[src/rtl/aes_pkg.sv]
// Shared encodings for the AES job dispatcher: key-size modes, response status
// codes, dispatcher states and the mode-to-round-count mapping.
package aes_pkg;

   typedef enum logic [1:0] {
      MODE_AES128  = 2'b00,
      MODE_AES192  = 2'b01,
      MODE_AES256  = 2'b10,
      MODE_ILLEGAL = 2'b11
   } aes_mode_e;

   typedef enum logic [1:0] {
      RSP_OK             = 2'b00,
      RSP_ILLEGAL_MODE   = 2'b01,
      RSP_TIMEOUT        = 2'b10,
      RSP_ROUND_MISMATCH = 2'b11
   } rsp_status_e;

   typedef enum logic [1:0] {
      S_IDLE   = 2'b00,
      S_LAUNCH = 2'b01,
      S_WAIT   = 2'b10,
      S_RESP   = 2'b11
   } disp_state_e;

   function automatic logic [3:0] mode_to_nr(input aes_mode_e mode);
      case (mode)
         MODE_AES192: return 4'd12;
         MODE_AES256: return 4'd14;
         default:     return 4'd10;
      endcase
   endfunction

endpackage

[src/rtl/aes_job_dispatcher.sv]
// Single-job initiator for the AES core controller: launches the core, watches
// round/done pulses with a timeout watchdog, and returns result plus status.
module aes_job_dispatcher
   import aes_pkg::*;
#(
   parameter int DATA_W         = 128,
   parameter int TIMEOUT_CYCLES = 1024,
   parameter int CNT_W          = 11
) (
   input  logic              clk,
   input  logic              reset,
   input  logic              req_valid,
   output logic              req_ready,
   input  logic [1:0]        req_mode,
   input  logic              req_enc_dec,
   output logic              core_start,
   output logic [1:0]        core_mode,
   output logic              core_enc_dec,
   output logic [3:0]        core_round_amount,
   output logic              core_abort,
   input  logic              core_round_complete,
   input  logic              core_done,
   input  logic [DATA_W-1:0] core_data,
   output logic              rsp_valid,
   input  logic              rsp_ready,
   output logic [DATA_W-1:0] rsp_data,
   output logic [1:0]        rsp_status
);

   localparam logic [CNT_W-1:0] TIMER_LAST = CNT_W'(TIMEOUT_CYCLES - 1);

   disp_state_e       state_q, state_d;
   logic              req_ready_q, req_ready_d;
   logic              core_start_q, core_start_d;
   logic              core_abort_q, core_abort_d;
   aes_mode_e         mode_q, mode_d;
   logic              enc_dec_q, enc_dec_d;
   logic [3:0]        nr_q, nr_d;
   logic [4:0]        round_cnt_q, round_cnt_d;
   logic [CNT_W-1:0]  timer_q, timer_d;
   logic              rsp_valid_q, rsp_valid_d;
   logic [DATA_W-1:0] rsp_data_q, rsp_data_d;
   rsp_status_e       rsp_status_q, rsp_status_d;

   logic [4:0] rounds_seen;
   logic [4:0] rounds_expected;

   // Round count including a pulse in the current cycle; saturates so a runaway
   // core cannot wrap back onto the expected value.
   always_comb begin
      rounds_seen     = round_cnt_q;
      if (core_round_complete && (round_cnt_q != 5'd31)) begin
         rounds_seen = round_cnt_q + 5'd1;
      end
      rounds_expected = {1'b0, nr_q} + {4'b0000, enc_dec_q};
   end

   always_comb begin
      state_d      = state_q;
      req_ready_d  = req_ready_q;
      core_start_d = 1'b0;
      core_abort_d = 1'b0;
      mode_d       = mode_q;
      enc_dec_d    = enc_dec_q;
      nr_d         = nr_q;
      round_cnt_d  = round_cnt_q;
      timer_d      = timer_q;
      rsp_valid_d  = rsp_valid_q;
      rsp_data_d   = rsp_data_q;
      rsp_status_d = rsp_status_q;

      case (state_q)
         S_IDLE: begin
            if (req_valid && req_ready_q) begin
               req_ready_d = 1'b0;
               if (aes_mode_e'(req_mode) == MODE_ILLEGAL) begin
                  rsp_status_d = RSP_ILLEGAL_MODE;
                  rsp_data_d   = '0;
                  rsp_valid_d  = 1'b1;
                  state_d      = S_RESP;
               end else begin
                  mode_d       = aes_mode_e'(req_mode);
                  enc_dec_d    = req_enc_dec;
                  nr_d         = mode_to_nr(aes_mode_e'(req_mode));
                  core_start_d = 1'b1;
                  state_d      = S_LAUNCH;
               end
            end
         end
         S_LAUNCH: begin
            round_cnt_d = '0;
            timer_d     = '0;
            state_d     = S_WAIT;
         end
         S_WAIT: begin
            round_cnt_d = rounds_seen;
            timer_d     = timer_q + 1'b1;
            if (core_done) begin
               rsp_data_d   = core_data;
               rsp_status_d = (rounds_seen == rounds_expected) ? RSP_OK : RSP_ROUND_MISMATCH;
               rsp_valid_d  = 1'b1;
               state_d      = S_RESP;
            end else if (timer_q == TIMER_LAST) begin
               core_abort_d = 1'b1;
               rsp_status_d = RSP_TIMEOUT;
               rsp_data_d   = '0;
               rsp_valid_d  = 1'b1;
               state_d      = S_RESP;
            end
         end
         S_RESP: begin
            if (rsp_ready) begin
               rsp_valid_d = 1'b0;
               req_ready_d = 1'b1;
               state_d     = S_IDLE;
            end
         end
         default: state_d = S_IDLE;
      endcase
   end

   always_ff @(posedge clk) begin
      if (reset) begin
         state_q      <= S_IDLE;
         req_ready_q  <= 1'b1;
         core_start_q <= 1'b0;
         core_abort_q <= 1'b0;
         mode_q       <= MODE_AES128;
         enc_dec_q    <= 1'b0;
         nr_q         <= 4'd10;
         round_cnt_q  <= '0;
         timer_q      <= '0;
         rsp_valid_q  <= 1'b0;
         rsp_data_q   <= '0;
         rsp_status_q <= RSP_OK;
      end else begin
         state_q      <= state_d;
         req_ready_q  <= req_ready_d;
         core_start_q <= core_start_d;
         core_abort_q <= core_abort_d;
         mode_q       <= mode_d;
         enc_dec_q    <= enc_dec_d;
         nr_q         <= nr_d;
         round_cnt_q  <= round_cnt_d;
         timer_q      <= timer_d;
         rsp_valid_q  <= rsp_valid_d;
         rsp_data_q   <= rsp_data_d;
         rsp_status_q <= rsp_status_d;
      end
   end

   assign req_ready         = req_ready_q;
   assign core_start        = core_start_q;
   assign core_abort        = core_abort_q;
   assign core_mode         = mode_q;
   assign core_enc_dec      = enc_dec_q;
   assign core_round_amount = nr_q;
   assign rsp_valid         = rsp_valid_q;
   assign rsp_data          = rsp_data_q;
   assign rsp_status        = rsp_status_q;

endmodule
[config.mk]
export PLATFORM = sky130hd
export DESIGN_NAME = aes_job_dispatcher
export DESIGN_NICKNAME = d
export VERILOG_FILES = /design/src/rtl/aes_pkg.sv /design/src/rtl/aes_job_dispatcher.sv
export SDC_FILE = /design/constraint.sdc
export NUM_CORES = 1
export LEC_CHECK = 0
export CORE_MARGIN = 2
export CORE_UTILIZATION = 38
export CTS_CLUSTER_DIAMETER = 120
export DETAILED_ROUTE_END_ITERATION = 8
export GPL_ROUTABILITY_DRIVEN = 1
export GPL_TIMING_DRIVEN = 0
export PLACE_DENSITY = 0.76
export SYNTH_ARGS = -nofsm -noshare
export SYNTH_HDL_FRONTEND = slang
export SYNTH_SLANG_ARGS = --single-unit
[constraint.sdc]
create_clock -name clk -period 1.81 [get_ports clk]
set_input_delay 0.181 -clock clk [delete_from_list [all_inputs] [get_ports clk]]
set_output_delay 0.181 -clock clk [all_outputs]
set_load 0.02 [all_outputs]
# Yosys cells after proc, flatten, opt, wreduce, memory -nomap -nowiden
# Cells that the tools add are included.
[totals]
inputBits = 137
elab_cells = 78
ff_bits = 159
[classes]
reduce_logical = 14
bitwise = 4
muxes = 32
addsub = 3
eq_ne = 13
[op_table]
columns = ["cell", "count"]
rows = [
  ["128-bit 2-to-1 mux", 4],
  ["128-bit one-hot mux with 2 select lines", 1],
  ["11-bit one-hot mux with 2 select lines", 1],
  ["2-bit 2-to-1 mux", 10],
  ["11-bit by 1-bit adder with 11-bit output (second input constant)", 1],
  ["11-bit by 10-bit == test with 1-bit output (second input constant)", 1],
  ["5-bit one-hot mux with 2 select lines", 1],
  ["1-bit 2-to-1 mux", 9],
  ["3-bit AND reduction", 3],
  ["2-bit == test (second input constant)", 4],
  ["2-bit one-hot mux with 4 select lines", 1],
  ["2-bit != test (second input constant)", 3],
  ["3-bit one-hot mux with 2 select lines", 1],
  ["2-bit nonzero test", 3],
  ["3-bit OR reduction", 2],
  ["4-bit by 1-bit adder with 5-bit output", 1],
  ["5-bit by 1-bit adder with 5-bit output (second input constant)", 1],
  ["5-bit == test", 1],
  ["5-bit 2-to-1 mux", 1],
  ["5-bit != test (second input constant)", 1],
  ["5-bit AND reduction", 1],
  ["2-bit by 1-bit == test with 1-bit output (second input constant)", 2],
  ["1-bit NOT", 4],
  ["2-bit one-hot mux with 2 select lines", 1],
  ["other kinds (7)", 8],
]

# Longest topological paths before layout
[depth]
word_depth = 7
ltp_mapped = 11
mapped_depth_nobuf = 8

# Least setup slack after synthesis
# No wires, ideal clock.
[synth_path]
path_kind = "register to register"
from = "register timer_q[0]"
to = "register rsp_data_q[100] (netlist: rsp_data[100])"
synth_period_minus_slack_ps = 1985
arrival_time_ps = 1915
setup_ps = 69
required_ps = 1741
setup_slack_ps = -175
path_stages_with_launch = 10
path_cell_list = "dfxtp_1 -> ha_1 -> nand3_1 -> or4_4 -> a21oi_2 -> buf_6 -> buf_8 -> buf_6 -> nand3_1 -> o21ai_1"
[synth_between]
elab_chain_cells = 3
[synth_rtl]
columns = ["item", "line", "source"]
rows = [
  ["start, declared", "aes_job_dispatcher.sv:40", "logic [CNT_W-1:0] timer_q, timer_d;"],
  ["start signal, assigned", "aes_job_dispatcher.sv:145", "timer_q <= timer_d;"],
  ["11-bit by 10-bit == test with 1-bit output", "aes_job_dispatcher.sv:103", "end else if (timer_q == TIMER_LAST) begin"],
  ["3-bit != test (no line)", "n/a", ""],
  ["4-bit AND reduction (no line)", "n/a", ""],
  ["end signal, assigned", "aes_job_dispatcher.sv:147", "rsp_data_q <= rsp_data_d;"],
  ["end, declared", "aes_job_dispatcher.sv:42", "logic [DATA_W-1:0] rsp_data_q, rsp_data_d;"],
]
# No other way between the ends.
# A chain may end at the register's enable or synchronous reset.

# Worst setup path after layout
[layout_path]
from = "register timer_q[0]"
to = "register rsp_data_q[55] (netlist: rsp_data[55])"
# Same word-level chain as after synthesis.

==> flow_metrics.py <==
metrics = {
    "floorplan": {
        "core.rowCount": 47,
        "core_mm2": 0.0166,
        "initial_core_util_pct": 38.9,
        "ioPinCount": 278,
        "dieArea_mm2": 0.0180,
        "die_y_um": 134,
        "die_w_um": 134,
    },
    "final_layout": {
        "final_common_cell": "clkdlybuf4s50_1",
        "syn_to_final_growth_pct": 72.5,
        "final_cell_area_mm2": 0.0111,
        "drive_gt1_share_pct": 18.1,
        "final_cell_mix": "clkdlybuf4s50_1, dfxtp_1, nand2b_1",
        "layout.nets": 1206,
        "utilization_pct": 67.0,
        "nFillCells": 1341,
        "n_antenna_cell": 0,
    },
    "place": {
        "dp_slack_ns": -0.717,
        "portBuffers": 275,
        "hpwl_um": 14500,
        "gp_congestion": 0.828,
        "place_area_mm2": 0.00958,
    },
    "setup_path": {
        "critical_path.top_delay_family": "simple AND/OR/NAND/NOR gates",
        "reg2reg_to": "rsp_data[55]",
        "cp.arrival_ns": 2.33,
        "crit_required_ns": 2.15,
        "cpMaxStageDelayCell": "or4_4",
        "path_class": "reg -> reg",
        "crit_path_end_kind": "flop",
        "critPathLaunchType": "flop",
        "cp.depth": 9,
        "cp_max_fo": 10,
        "rrSetupSlack_ns": -0.18,
        "worst-path-buf-inv": 3,
        "reg2reg_depth": 9,
        "regToRegStartpoint": "timer_q[0]",
        "crit_chain": "ha_4 -> nand3_2 -> or4_4 -> a21oi_4 -> buf_12 -> buf_12 -> buf_8 -> nand3_1 -> o21ai_1",
        "cp_slowest_stage_delay_ns": 0.46,
        "crit_top_cell": "buf_12",
    },
    "clocking": {
        "cts_made_buffers": 17,
        "cts_max_level": 4,
        "path_clk_slew_ns": 0.07,
        "clock_path_buffers": 2,
        "insertion_delay_ns": 0.42,
        "cts_tree": "yes",
        "clock-sinks": 157,
        "ctsRootBufferMaster": "clkbuf_16",
        "hold_buffers": 0,
    },
    "synth": {
        "synth_compound_area_share_pct": 12.6,
        "netlist_area_mm2": 0.00645,
        "synthMuxAreaShare_pct": 0.621,
        "synth-simple-area-share_pct": 28.0,
        "yosys_register_bits": 157,
        "yosys.area_share.xor_xnor_pct": 1.90,
        "ys_types": 41,
        "synth_ff_type": "dfxtp_1",
        "yosysWarnings": 0,
        "avgSynthCellArea_um2": 8.75,
        "synth_seq_area_share_pct": 48.8,
        "syn-num-nets": 884,
        "yosys.area_share.adder_pct": 1.94,
        "syn_inst": 737,
        "synth_top_family_by_area": "simple AND/OR/NAND/NOR gates",
        "synth-async-reset-ratio_pct": 0,
        "synth_edf_count": 0,
    },
    "global_route": {
        "antenna_found_initial": 0,
        "grt_usage_pct": 22.3,
        "grt_max_degree": 17,
        "grt_first_pass_wirelength_um": 31900,
        "grt_pass1_vias": 6162,
        "grt.overflow.total": 0,
    },
    "outcome": {
        "status": "finished, violations left",
        "violations": "negative setup slack",
    },
    "sta": {
        "hold_violations": 0,
        "finClkSkew_ns": 0.00969,
        "layout_min_cycle_time_ns": 1.99,
        "setup_viol": 132,
        "maxSlewViolCount": 0,
        "grt_setup_unrepaired": "yes",
        "setup_ws_ns": -0.183,
        "max_freq_mhz": 502,
        "whs_ns": 0.310,
        "finalCritPeriodShare_pct": 110,
    },
    "hold_path": {
        "hold_path_class": "in -> reg",
        "min_path_cells": 3,
        "holdPathEnd": "rsp_data[124]",
        "hold_start": "core_data[124]",
    },
    "pwr": {
        "power_mw": 11.4,
        "ir_drop_mv": 0.624,
        "p_per_area_mw_per_mm2": 1020,
        "p_leak_nw": 3.91,
    },
    "drt": {
        "via_per_inst": 4.93,
        "dr.pass1.iters": 5,
        "drt.antenna.violating_nets": 0,
        "routed_wirelength_um": 21200,
        "via_count": 6371,
        "drc": 0,
        "wl_per_cell_um": 16.4,
        "first_iter_violations": 296,
    },
    "job": {
        "maxCapViolCount": 0,
    },
}
-- Yosys cell counts, types with 5 or more instances --
library cell,count,share of area [%]
nor2_1,26,1.5
inv_1,5,0.29
a21oi_1,10,0.78
nand2b_1,132,13
xor2_1,10,1.4
o21ai_1,52,4.0
dfxtp_1,157,49
clkbuf_1,36,2.1
buf_6,14,2.4
nand4_1,7,0.68
nand2_1,8,0.47
clkbuf_2,7,0.54
ha_1,10,1.9
nand3_1,134,10
o21ai_0,78,6.1
-- metal layers --
layer / GRT usage, % / vias to the layer above / part of all wire, %
li1: - / 3161 / -
met1: 27.6 / 2991 / 43
met2: 38.4 / 195 / 49
met3: 5.78 / 24 / 5.7
met4: 6.26 / 0 / 1.7
met5: 0 / - / 0
-- state kept, by name, summed over array words and instances (netlist names) --
register	cells
core_abort	1
core_enc_dec	1
core_mode	2
core_round_amount	2
core_start	1
req_ready	1
round_cnt_q	5
rsp_data	128
rsp_status	2
rsp_valid	1
state_q	2
timer_q	11
-- timing repair --
| item | 4_1_cts | 5_1_grt |
|---|---|---|
| setup buffers | 12 | 6 |
| gates cloned | 7 | 5 |
| resized for setup | 126 | 106 |
| setup endpoints to repair | 148 | 141 |
| pin swaps | 5 | 38 |
-- area by class of cell --
cell class / count / area [µm²] / area share [%]
buffer: 63 / 608 / 5.47
clock buffer: 20 / 478 / 4.30
clock inverter: 12 / 100 / 0.900
inverter: 5 / 23.8 / 0.214
multi-input combinational: 511 / 3320 / 29.8
sequential: 157 / 3160 / 28.4
tap: 220 / 275 / 2.48
timing repair buffer: 304 / 3160 / 28.4
-- worst register-to-register path, delay by kind of cell, from the launching register on --
kind	cells	cell delay (ns)
simple gates	3	0.62
buf+inv	3	0.48
flops	1	0.36
compound gates	2	0.31
fa+ha+maj	1	0.15
-- report_power, final --
group,internal [mW],switching [mW],total (mW)
clock network,1.94,1.55,3.48
registers,3.61,0.104,3.71
logic,2.07,2.08,4.15
total,7.62,3.73,11.4
-- how the worst max path moves through the flow --
stage	from	endpoint
after global placement	reset	round_cnt_q[1]
final	timer_q[0]	rsp_data[55]
after detailed placement	state_q[0]	rsp_data[105]
after global routing	state_q[0]	rsp_data[64]
after floorplan	timer_q[1]	rsp_data[92]
after CTS	timer_q[0]	rsp_data[55]
-- kinds of logic after synthesis --
family / after synthesis
other: 2
muxes: 4
xor gates and xnor gates: 14
buffers and inverters: 69
adders and majority gates: 10
and+or+nand+nor: 327
DFF: 157
AOI/OAI and AO/OA: 154
-- metrics by stage --
stage | instances | setup TNS [ns]
6_report | 1292 | -15.41
5_1_grt | 1292 | -28.51
4_1_cts | 1282 | -26.86
3_5_place_dp | 1232 | -92.43
3_3_place_gp | 1232 | -89.05
2_1_floorplan | 737 | -0.00911
Power figures use the tool's default switching activity.
